==> config.mk <==
export PLATFORM = sky130hd
export DESIGN_NAME = uart_apb_regif
export DESIGN_NICKNAME = d
export VERILOG_FILES = /design/src/rtl/uart_apb_regif.sv
export SDC_FILE = /design/constraint.sdc
export NUM_CORES = 1
export LEC_CHECK = 0
export CORE_ASPECT_RATIO = 0.6
export CORE_MARGIN = 2
export CORE_UTILIZATION = 47
export DETAILED_ROUTE_END_ITERATION = 8
export PLACE_DENSITY_LB_ADDON = 0.15
export SLEW_MARGIN = 20
export SYNTH_ARGS = -nofsm -noshare
export SYNTH_HDL_FRONTEND = slang
export SYNTH_SLANG_ARGS = --single-unit
==> constraint.sdc <==
create_clock -name clk_i -period 5.4 [get_ports clk_i]
set_clock_uncertainty 0.1 [all_clocks]
set_input_delay 0.81 -clock clk_i [delete_from_list [all_inputs] [get_ports clk_i]]
set_output_delay 0.81 -clock clk_i [all_outputs]
set_load 0.01 [all_outputs]
==> src/rtl/uart_apb_regif.sv <==
// APB4 completer for UART control/status registers, bridging accesses to the TX/RX FIFO handshakes.
// Optional feature macro UART_APB_STRB_EN: register writes honour pstrb_i byte lanes.
`ifndef DEFAULT_ADDR_WIDTH
`define DEFAULT_ADDR_WIDTH 32
`endif
`ifndef DEFAULT_DATA_WIDTH
`define DEFAULT_DATA_WIDTH 32
`endif

module uart_apb_regif #(
  parameter int unsigned ADDR_WIDTH  = `DEFAULT_ADDR_WIDTH,
  parameter int unsigned DATA_WIDTH  = `DEFAULT_DATA_WIDTH,
  parameter int unsigned FIFO_CNT_W  = 8,
  parameter int unsigned TX_TIMEOUT  = 16,
  parameter logic [31:0] CLK_DIV_RST = 32'h0000_28B0
) (
  input  logic                    clk_i,
  input  logic                    srst_i,
  input  logic                    psel_i,
  input  logic                    penable_i,
  input  logic [ADDR_WIDTH-1:0]   paddr_i,
  input  logic                    pwrite_i,
  input  logic [DATA_WIDTH-1:0]   pwdata_i,
  input  logic [DATA_WIDTH/8-1:0] pstrb_i,
  output logic                    pready_o,
  output logic [DATA_WIDTH-1:0]   prdata_o,
  output logic                    pslverr_o,
  output logic [1:0]              ctrl_o,
  output logic [1:0]              flush_o,
  output logic [2:0]              cfg_o,
  output logic [31:0]             clk_div_o,
  output logic [7:0]              tx_data_o,
  output logic                    tx_valid_o,
  input  logic                    tx_ready_i,
  input  logic [7:0]              rx_data_i,
  input  logic                    rx_valid_i,
  output logic                    rx_ready_o,
  input  logic [FIFO_CNT_W-1:0]   tx_count_i,
  input  logic [FIFO_CNT_W-1:0]   rx_count_i
);

  localparam int unsigned DW    = DATA_WIDTH;
  localparam int unsigned SW    = DATA_WIDTH / 8;
  localparam int unsigned TMO_W = $clog2(TX_TIMEOUT + 1);

  localparam logic [4:0] A_CTRL    = 5'h00;
  localparam logic [4:0] A_CFG     = 5'h04;
  localparam logic [4:0] A_CLK_DIV = 5'h08;
  localparam logic [4:0] A_TX_CNT  = 5'h0C;
  localparam logic [4:0] A_RX_CNT  = 5'h10;
  localparam logic [4:0] A_TX_DATA = 5'h14;
  localparam logic [4:0] A_RX_DATA = 5'h18;

  typedef enum logic [1:0] {
    S_IDLE    = 2'd0,
    S_DECODE  = 2'd1,
    S_WAIT_TX = 2'd2,
    S_RESP    = 2'd3
  } state_t;

  state_t           r_state;
  state_t           w_state_nxt;
  logic [4:0]       r_addr;
  logic             r_write;
  logic [DW-1:0]    r_wdata;
  logic [TMO_W-1:0] r_tmo;
  logic [1:0]       r_ctrl;
  logic [1:0]       r_flush;
  logic [2:0]       r_cfg;
  logic [31:0]      r_clk_div;
  logic [7:0]       r_tx_data;
  logic             r_tx_valid;
  logic             r_rx_ready;
  logic             r_pready;
  logic             r_pslverr;
  logic [DW-1:0]    r_prdata;

  logic             w_setup;
  logic             w_setup_tx;
  logic             w_setup_lane0;
  logic             w_resp;
  logic             w_err;
  logic             w_pop;
  logic             w_wr_ctrl;
  logic             w_wr_cfg;
  logic             w_wr_div;
  logic [DW-1:0]    w_rdata;
  logic [DW-1:0]    w_wmask;
  logic             w_unused;

`ifdef UART_APB_STRB_EN
  logic [SW-1:0]    r_strb;

  // Byte-lane write mask from the latched strobes
  always_comb begin
    w_wmask = '0;
    for (int i = 0; i < int'(SW); i++) begin
      w_wmask[i*8 +: 8] = {8{r_strb[i]}};
    end
  end

  assign w_setup_lane0 = pstrb_i[0];
  assign w_unused      = ^paddr_i[ADDR_WIDTH-1:5];
`else
  assign w_wmask       = '1;
  assign w_setup_lane0 = 1'b1;
  assign w_unused      = ^{paddr_i[ADDR_WIDTH-1:5], pstrb_i};
`endif

  assign w_setup    = psel_i & ~penable_i;
  assign w_setup_tx = w_setup & pwrite_i & (paddr_i[4:0] == A_TX_DATA) & w_setup_lane0;

  // Next-state, decode and response generation
  always_comb begin
    w_state_nxt = r_state;
    w_resp      = 1'b0;
    w_err       = 1'b0;
    w_rdata     = '0;
    w_pop       = 1'b0;
    w_wr_ctrl   = 1'b0;
    w_wr_cfg    = 1'b0;
    w_wr_div    = 1'b0;
    case (r_state)
      S_IDLE: begin
        if (w_setup) w_state_nxt = S_DECODE;
      end
      S_DECODE: begin
        if (!psel_i) begin
          w_state_nxt = S_IDLE;
        end else begin
          w_state_nxt = S_RESP;
          w_resp      = 1'b1;
          case (r_addr)
            A_CTRL:    if (r_write) w_wr_ctrl = 1'b1; else w_rdata = DW'(r_ctrl);
            A_CFG:     if (r_write) w_wr_cfg  = 1'b1; else w_rdata = DW'(r_cfg);
            A_CLK_DIV: if (r_write) w_wr_div  = 1'b1; else w_rdata = DW'(r_clk_div);
            A_TX_CNT:  if (r_write) w_err = 1'b1; else w_rdata = DW'(tx_count_i);
            A_RX_CNT:  if (r_write) w_err = 1'b1; else w_rdata = DW'(rx_count_i);
            A_TX_DATA: begin
              // r_tx_valid is clear here only when the byte-0 strobe was missing
              if (!r_write || !r_tx_valid) begin
                w_err = 1'b1;
              end else if (!tx_ready_i) begin
                w_state_nxt = S_WAIT_TX;
                w_resp      = 1'b0;
              end
            end
            A_RX_DATA: begin
              if (r_write || !rx_valid_i) begin
                w_err = 1'b1;
              end else begin
                w_pop   = 1'b1;
                w_rdata = DW'(rx_data_i);
              end
            end
            default: w_err = 1'b1;
          endcase
        end
      end
      S_WAIT_TX: begin
        if (!psel_i) begin
          w_state_nxt = S_IDLE;
        end else if (tx_ready_i) begin
          w_state_nxt = S_RESP;
          w_resp      = 1'b1;
        end else if (r_tmo == TMO_W'(TX_TIMEOUT - 1)) begin
          w_state_nxt = S_RESP;
          w_resp      = 1'b1;
          w_err       = 1'b1;
        end
      end
      S_RESP: begin
        w_state_nxt = S_IDLE;
      end
      default: begin
        w_state_nxt = S_IDLE;
      end
    endcase
    if (w_err) w_rdata = '0;
  end

  // State, transfer latch, registers and registered outputs
  always_ff @(posedge clk_i) begin
    if (srst_i) begin
      r_state    <= S_IDLE;
      r_addr     <= '0;
      r_write    <= 1'b0;
      r_wdata    <= '0;
      r_tmo      <= '0;
      r_ctrl     <= '0;
      r_flush    <= '0;
      r_cfg      <= '0;
      r_clk_div  <= CLK_DIV_RST;
      r_tx_data  <= '0;
      r_tx_valid <= 1'b0;
      r_rx_ready <= 1'b0;
      r_pready   <= 1'b0;
      r_pslverr  <= 1'b0;
      r_prdata   <= '0;
`ifdef UART_APB_STRB_EN
      r_strb     <= '0;
`endif
    end else begin
      r_state    <= w_state_nxt;
      r_pready   <= w_resp;
      r_pslverr  <= w_err;
      r_prdata   <= w_rdata;
      r_rx_ready <= w_pop;
      r_flush    <= '0;
      r_tmo      <= (r_state == S_WAIT_TX) ? r_tmo + TMO_W'(1) : '0;

      if (r_state == S_IDLE && w_setup) begin
        r_addr     <= paddr_i[4:0];
        r_write    <= pwrite_i;
        r_wdata    <= pwdata_i;
        r_tx_valid <= w_setup_tx;
`ifdef UART_APB_STRB_EN
        r_strb     <= pstrb_i;
`endif
        if (w_setup_tx) r_tx_data <= pwdata_i[7:0];
      end else if (w_state_nxt != S_WAIT_TX) begin
        r_tx_valid <= 1'b0;
      end

      if (w_wr_ctrl) begin
        r_ctrl  <= (r_ctrl & ~w_wmask[1:0]) | (r_wdata[1:0] & w_wmask[1:0]);
        r_flush <= r_wdata[3:2] & w_wmask[3:2];
      end
      if (w_wr_cfg) r_cfg     <= (r_cfg & ~w_wmask[2:0]) | (r_wdata[2:0] & w_wmask[2:0]);
      if (w_wr_div) r_clk_div <= (r_clk_div & ~w_wmask[31:0]) | (r_wdata[31:0] & w_wmask[31:0]);
    end
  end

  assign pready_o   = r_pready;
  assign prdata_o   = r_prdata;
  assign pslverr_o  = r_pslverr;
  assign ctrl_o     = r_ctrl;
  assign flush_o    = r_flush;
  assign cfg_o      = r_cfg;
  assign clk_div_o  = r_clk_div;
  assign tx_data_o  = r_tx_data;
  assign tx_valid_o = r_tx_valid;
  assign rx_ready_o = r_rx_ready;

endmodule

== After elaboration in Yosys (flattened, before gate mapping) ==
Index checks and enable logic that the tools add are counted.

* Flip-flop bits (word level): 128
* Bits of input ports: 99
* Output and inout bits: 83
* Logic and storage cells: 97

* Add/sub/neg operators: 1
* Equal/unequal tests: 12
* Muxes and demuxes: 44
* Bitwise gates (word level): 9
* Reduce and logical (&&, ||, !) cells: 16

{| class="wikitable"
|+ Operators with widths
! operator !! number
|-
| $pmux W32 S6 || 1
|-
| $mux W32 || 1
|-
| $mux W1 || 28
|-
| $mux W8 || 3
|-
| $eq A5 B5 Y1 const B || 4
|-
| $eq A5 B4 Y1 const B || 3
|-
| $mux W2 || 6
|-
| $pmux W2 S4 || 1
|-
| $reduce_or A4 Y1 || 2
|-
| $not A1 Y1 || 6
|-
| $reduce_or A2 Y1 || 3
|-
| $add A5 B1 Y5 const B || 1
|-
| $eq A5 B3 Y1 const B || 1
|-
| $logic_not A5 Y1 || 1
|-
| $eq A2 B2 Y1 const B || 2
|-
| $pmux W1 S2 || 2
|-
| $pmux W1 S4 || 1
|-
| $and A1 B1 Y1 || 3
|-
| $logic_not A1 Y1 || 3
|-
| $mux W3 || 1
|-
| $reduce_or A3 Y1 || 1
|-
| $eq A2 B1 Y1 const B || 1
|-
| $logic_not A2 Y1 || 1
|-
| $logic_or A1 B1 Y1 || 2
|-
| other kinds (4) || 4
|}

== Longest topological paths before layout ==
* Word-level depth: 9
* Depth in mapped cells: 8
* Gate-level depth less buffers: 8

== Worst setup path after synthesis ==
OpenSTA, ideal clock, no wires.

* Path kind: input -> register
* Start: in rx_valid_i
* End: reg r_prdata[11] (netlist: prdata_o[11])
* Setup time: 0.060 ns
* Arrival: 1.810 ns
* Data required time: 5.240 ns
* Path slack: 3.430 ns
* Cell stages on the path: 6
* Path buffers: 1
* Path through: nor2b_1 -> o22ai_1 -> a221o_1 -> a21boi_1 -> buf_2 -> and3_1

* Word-level cells in the longest chain between the ends: 7

{| class="wikitable"
|+ RTL lines
! item !! RTL line !! RTL
|-
| start: declaration || 36 || <nowiki>input logic rx_valid_i,</nowiki>
|-
| $logic_not A1 Y1 || 149 || <nowiki>if (r_write || !rx_valid_i) begin</nowiki>
|-
| $logic_or A1 B1 Y1 || 149 ||
|-
| $mux W1 || 149 ||
|-
| $pmux W1 S4 || 133 || <nowiki>case (r_addr)</nowiki>
|-
| $mux W1 || 128 || <nowiki>if (!psel_i) begin</nowiki>
|-
| $pmux W1 S2 || 123 || <nowiki>case (r_state)</nowiki>
|-
| $reduce_or A4 Y1 (no line) || -- ||
|-
| end signal: assignment || 207 || <nowiki>r_prdata <= w_rdata;</nowiki>
|-
| end: declaration || 76 || <nowiki>logic [DW-1:0] r_prdata;</nowiki>
|}

Every way passes these cells.
A chain may end at the register's enable or synchronous reset.

== Worst setup path after layout ==
* Start: in rx_valid_i
* End: reg r_prdata[28] (netlist: prdata_o[28])

Same word-level chain as after synthesis.

==> results.txt <==
Outcome: finished clean
Post-synth EDFFs: 0
Final Hold Viols: 0
Max Clk Rate: 0.3348 GHz
Leakage: 2.589 nW
Worst Setup SP: rx_valid_i
Root buf cell: clkbuf_16
Register clock-pin slew on the reported worst setup and hold paths: 0.06 ns
Chip Height: 82.23 um
TNS Setup: 0 ns
Fin util: 70.09%
Final worst path period share: 55.31%
GP Congestion: 0.8769
Rel. slew slack: 23.17%
Worst EP required: 5.65 ns
Final ANT Viol Nets: 0
Io pins: 182
Num rows: 28
Yosys synthesis warning count: 0
CTS hold repair buffers: 0
CP bufs+invs: 1
Area growth, synth to finish: 44.45%
Starting density of the core: 48.52%
Slew Limit Fails: 0
Least-Margin Pin Slew: 1.150 ns
Share of layout cells above drive strength 1: 6.573%
CP Launch Type: input port
Max-cap violations: 0
Final Cell Area: 6924 um2
Pre-antenna DRT Iters: 5
Largest net degree at the start of global routing: 92
Register area share after synthesis: 53.46%
Via count: 4466
Routed vias/inst: 5.254
Die ar.: 11050 um2
Area after DPL: 6350 um2
RSZ-0062 raised after global routing: no
DRT Wirelength: 13770 um
Post-synth cell types: 42
Startpoint of the worst hold path: r_wdata[21]
Die X: 134.4 um
CP endpoint kind: flip-flop
Setup Buffers After CTS: 0
Minimum clock period: 2.987 ns
Post-Syn Instances: 563
Vias in the first global route: 4085
Post-Synthesis Net Count: 668
Core ar.: 9879 um2
Crit path largest cell delay: 0.87 ns
CTS tree: yes
Crit Path Class: input port to flip-flop
DRC viols: 0
GR Util All Layers: 25.23%
Most frequent cells in the layout: 165 x nand2_1, 149 x clkdlybuf4s50_1, 128 x dfxtp_1
Drt initial violations: 337
DR WL/cell: 16.20 um
Pwr/cell area: 351.8 nW/um2
Mapped Area: 4793 um2
CTS Buf Count: 17
Crit path max fanout: 13
Synth async-reset ratio: 0%
Port bufs: 150
Hold Slack: 0.3502 ns
Maximum buffer depth of the clock tree: 2
Most common cell after layout, fill and taps aside: nand2_1
Worst-Skew Late Latency: 0.41 ns
Main synth FF type: dfxtp_1
WP data arrival: 3.24 ns
CP Cell Sequence: clkdlybuf4s50_1 > nor2b_1 > o22ai_1 > a221o_1 > a21boi_1 > and3_1
Overflow after GRT: 0
ANT cells: 0
Critical path's slowest cell: a21boi_1
Worst flop-to-flop path startpoint: r_addr[3]
Post-DP HPWL: 9255 um
CP top delay family: compound AO/OA/AOI/OAI gates
TritonCTS Sinks: 128
FF+latch count, synth: 128
Synthesized area per cell: 8.514 um2
Worst hold path type: flip-flop to flip-flop
Layout Nets: 807
# setup viols final: 0
H-tree Lvls: 4
First-pass GRT wire length: 21340 um
Worst VDD drop: 280.6 uV
Post-CTS sizing: 0
Initial antenna violation count: 0
==> logic make-up after synthesis <==
kind of cell,count (synthesis),share of synthesized area (%)
adders and majority gates,6,1.566
xor gates and xnor gates,2,0.3655
and+or+nand+nor,261,25.53
DFF,128,53.46
AOI/OAI and AO/OA,104,11.80
buffers and inverters,47,4.124
muxes,15,3.158
==> area by class of cell <==
class                      instances  area, um2
clock buffer                      17      425.4
clock inverter                    15      148.9
fill                             783       2955
inverter                          11      41.29
multi-input combinational        388       2036
sequential                       128       2562
tap                              135      168.9
timing repair buffer             156       1541
==> synthesized netlist by cell type, types with 2 or more instances <==
library cell  number  area, um2
a21oi_1           78      390.4
a22oi_1            7      52.55
a31oi_1            2      12.51
and2_1             3      18.77
and3_1            15      93.84
and4_1            11      96.34
buf_2             13      65.06
clkbuf_1          21      78.83
dfxtp_1          128       2562
ha_1               6      75.07
inv_1             11      41.29
mux2i_1           14      140.1
nand2_1          165      619.3
nand2b_1           4      25.02
nand3_1           10      50.05
nand3b_1           6      45.04
nor2_1            23      86.33
nor2b_1            4      25.02
nor3_1             7      35.03
nor3b_1            3      22.52
nor4_1             2      12.51
o21ai_0            8      40.04
o22ai_1            3      18.77
==> through the flow <==
stage          instances  setup WS [ns]  total power (W)
3_3_place_gp         818          2.146         0.001334
5_1_grt              850          2.202         0.002535
3_5_place_dp         818          2.051         0.001345
2_1_floorplan        563          3.430         0.001227
4_1_cts              850          2.452         0.002440
6_report             850          2.413         0.002436
==> where the power goes <==
| group | leakage, nW | switching (W) | internal, W |
|---|---|---|---|
| Combinational | 1.28 | 0.000176 | 0.000131 |
| Clock | 0.278 | 0.000458 | 0.000647 |
| Sequential | 1.03 | 0.0000406 | 0.000984 |
==> flip-flops by register name, summed over array words and instances, names as in the netlist, 3 cells and up <==
register	count
r_tmo	5
prdata_o	32
r_wdata	32
cfg_o	3
r_addr	5
clk_div_o	32
tx_data_o	8
==> worst reg2reg max path, delay by kind of cell (launching register included) <==
kind / cells / cell delay, ns
and+or+nand+nor: 4 / 1.50
DFF: 1 / 0.79
buffers and inverters: 1 / 0.31
AOI/OAI and AO/OA: 1 / 0.09
==> per-layer routing <==
layer	global-route usage, %	routed length, um	up-vias	part of all wire [%]
met4	7.789	138	0	1.0
met5	0	0	-	0
met1	35.45	6644	2077	48
li1	-	-	2177	-
met3	7.082	1145	14	8.3
met2	37.91	5839	198	42
==> final timing paths <==
check / cells past startpoint / slack [ns] / end
worst max-delay path: 6 / 2.41 / prdata_o[28]
worst min-delay path: 2 / 0.35 / clk_div_o[21]
worst max register to register: 6 / 2.45 / clk_div_o[8]
worst min register to register: 2 / 0.35 / clk_div_o[21]
(Power assumes the default switching activity.)
==> patch, RTL diff (same flow settings) <==
The parameter `TX_TIMEOUT` goes from 16 to 64.
--- a/src/rtl/uart_apb_regif.sv
+++ b/src/rtl/uart_apb_regif.sv
@@ -12,5 +12,5 @@
   parameter int unsigned DATA_WIDTH  = `DEFAULT_DATA_WIDTH,
   parameter int unsigned FIFO_CNT_W  = 8,
-  parameter int unsigned TX_TIMEOUT  = 16,
+  parameter int unsigned TX_TIMEOUT  = 64,
   parameter logic [31:0] CLK_DIV_RST = 32'h0000_28B0
 ) (
Function: no difference found for any inputs over 4 cycles, from zero or initial values and one cycle with srst_i high; that may be too few to reach the edited logic, so the function may still have changed.
==> patch against the original RTL <==
Sequential share of layout area decreased by 1.3 points. Worst hold slack barely moved. Final area grew 5.3%. Combinational power shrank 48%. Setup slack better by 4.5 ps. Routed wire length grew 4.5%. Sequential cell count up 2. Sequential power down 4%. Largest cell class unchanged. Total power is 0.79% lower. Area after synthesis grew 5.7%. Via count is 4.3% higher.
==> patch: results (changes against the original RTL) <==
| Metric | Value |
|---|---|
| Vias after detailed routing | 4658 (was 4466) |
| Synth unique cells | 55 (was 42) |
| Peak supply drop | 0.000235 V (was 0.000281 V) |
| Total track usage | 0.244 (was 0.252) |
| Worst setup path startpoint | psel_i (was rx_valid_i) |
| Syn_nets | 692 (was 668) |
| Worst r2r dst | prdata_o[7]$_SDFF_PP0_ (was clk_div_o[8]$_SDFFE_PP0P_) |
| Routability cong. | 0.880 (was 0.877) |
| Routed wire length | 14400 um (was 13800 um) |
| Grt met1 use | 0.319 (was 0.354) |
| HPWL after DPL | 9790 um (was 9260 um) |
| Placed insts | 839 (was 818) |
| Top cells by area, synth | dfxtp_1 51%, nand2_1 11%, a21oi_1 9.2% (was dfxtp_1 53%, nand2_1 13%, a21oi_1 8.1%) |
| Largest net degree at the start of global routing | 84 (was 92) |
| Min-delay src | r_wdata[18]$_SDFFE_PP0P_ (was r_wdata[21]$_SDFFE_PP0P_) |
| Vias in the first global route | 4352 (was 4085) |
| Crit path arrival time | 3140 ps (was 3240 ps) |
| LEAKAGE | 2.67 nW (was 2.59 nW) |
| Seq/Total Area, Yosys | 0.514 (was 0.535) |
| GR Util met2 | 0.385 (was 0.379) |
| Global-route wire length before repair | 22500 um (was 21300 um) |
| R2R cell count | 4 (was 6) |
| CP Max Fanout | 39 (was 13) |
| Commonest cells post-synth | 148 x nand2_1, 130 x dfxtp_1, 93 x a21oi_1, 35 x nand3_1, 28 x clkbuf_1 (was 165 x nand2_1, 128 x dfxtp_1, 78 x a21oi_1, 23 x nor2_1, 21 x clkbuf_1) |
| Rel. slew slack | 0.310 (was 0.232) |
| Nets | 823 (was 807) |
| Status | finished, final reports clean (unchanged) |
==> patch: cell count changes in the layout (fill, tap and decap cells not counted), moves of 6 or more <==
cell | before | now
a21oi_1 | 78 | 93
and3_1 | 15 | 9
nand3_1 | 10 | 35
nand2_1 | 165 | 148
and4_1 | 11 | 1
a22oi_1 | 7 | 0
inv_1 | 11 | 4
==> patch: per-layer routing <==
metal,vias up,part of all wire
met5,-,0
met3,16,0.089
met4,0,0.011
met2,172,0.43
met1,2183,0.47
li1,2287,-
==> patch: metrics by stage <==
step                 util  worst slack, ps  instance area [um2]
floorplan               -             3390                 5060
global placement    0.630             2050                 6630
detailed placement  0.630             1980                 6630
CTS                 0.692             2400                 7290
global route        0.693             2250                 7290
finish              0.693             2420                 7290
==> patch: where the power goes <==
group / switching (mW) / internal [mW]
sequential: 0.0170 / 0.975
combinational: 0.0822 / 0.0761
clock: 0.439 / 0.827
==> patch: cell type report <==
| cell class | instances | area [um2] |
|---|---|---|
| repair buffers | 157 | 1550 |
| well taps | 139 | 174 |
| inverters | 4 | 15.0 |
| clock inverters | 14 | 228 |
| flip-flops and latches | 130 | 2600 |
| clock buffers | 18 | 429 |
| multi-input cells | 409 | 2290 |
| fillers | 813 | 3230 |
==> patch: kinds of logic (layout without fill, tap and decap cells) <==
group,after synthesis,in the layout,synth area share
flip-flops,130,130,0.514
XOR/XNOR,3,3,0.00519
AND/OR/NAND/NOR,253,253,0.229
multiplexers,22,22,0.0447
adder cells (fa/ha/maj),5,5,0.0124
AO/OA/AOI/OAI,126,126,0.154
buffers and inverters,49,193,0.0410
==> patch: worst max-delay path: stages <==
cell and delay (ps):
clkdlybuf4s50_1 640, and3b_1 200, buf_4 390, nand4_1 650
mux2i_1 360, nor2_1 70
==> patch: worst min path at each step <==
stage,slack [ps],end
floorplan,330,r_tmo[0]$_SDFF_PP0_
global placement,340,clk_div_o[9]$_SDFFE_PP0P_
detailed placement,350,clk_div_o[18]$_SDFFE_PP0P_
CTS,350,clk_div_o[18]$_SDFFE_PP0P_
global route,370,clk_div_o[10]$_SDFFE_PP0P_
finish,350,clk_div_o[18]$_SDFFE_PP0P_
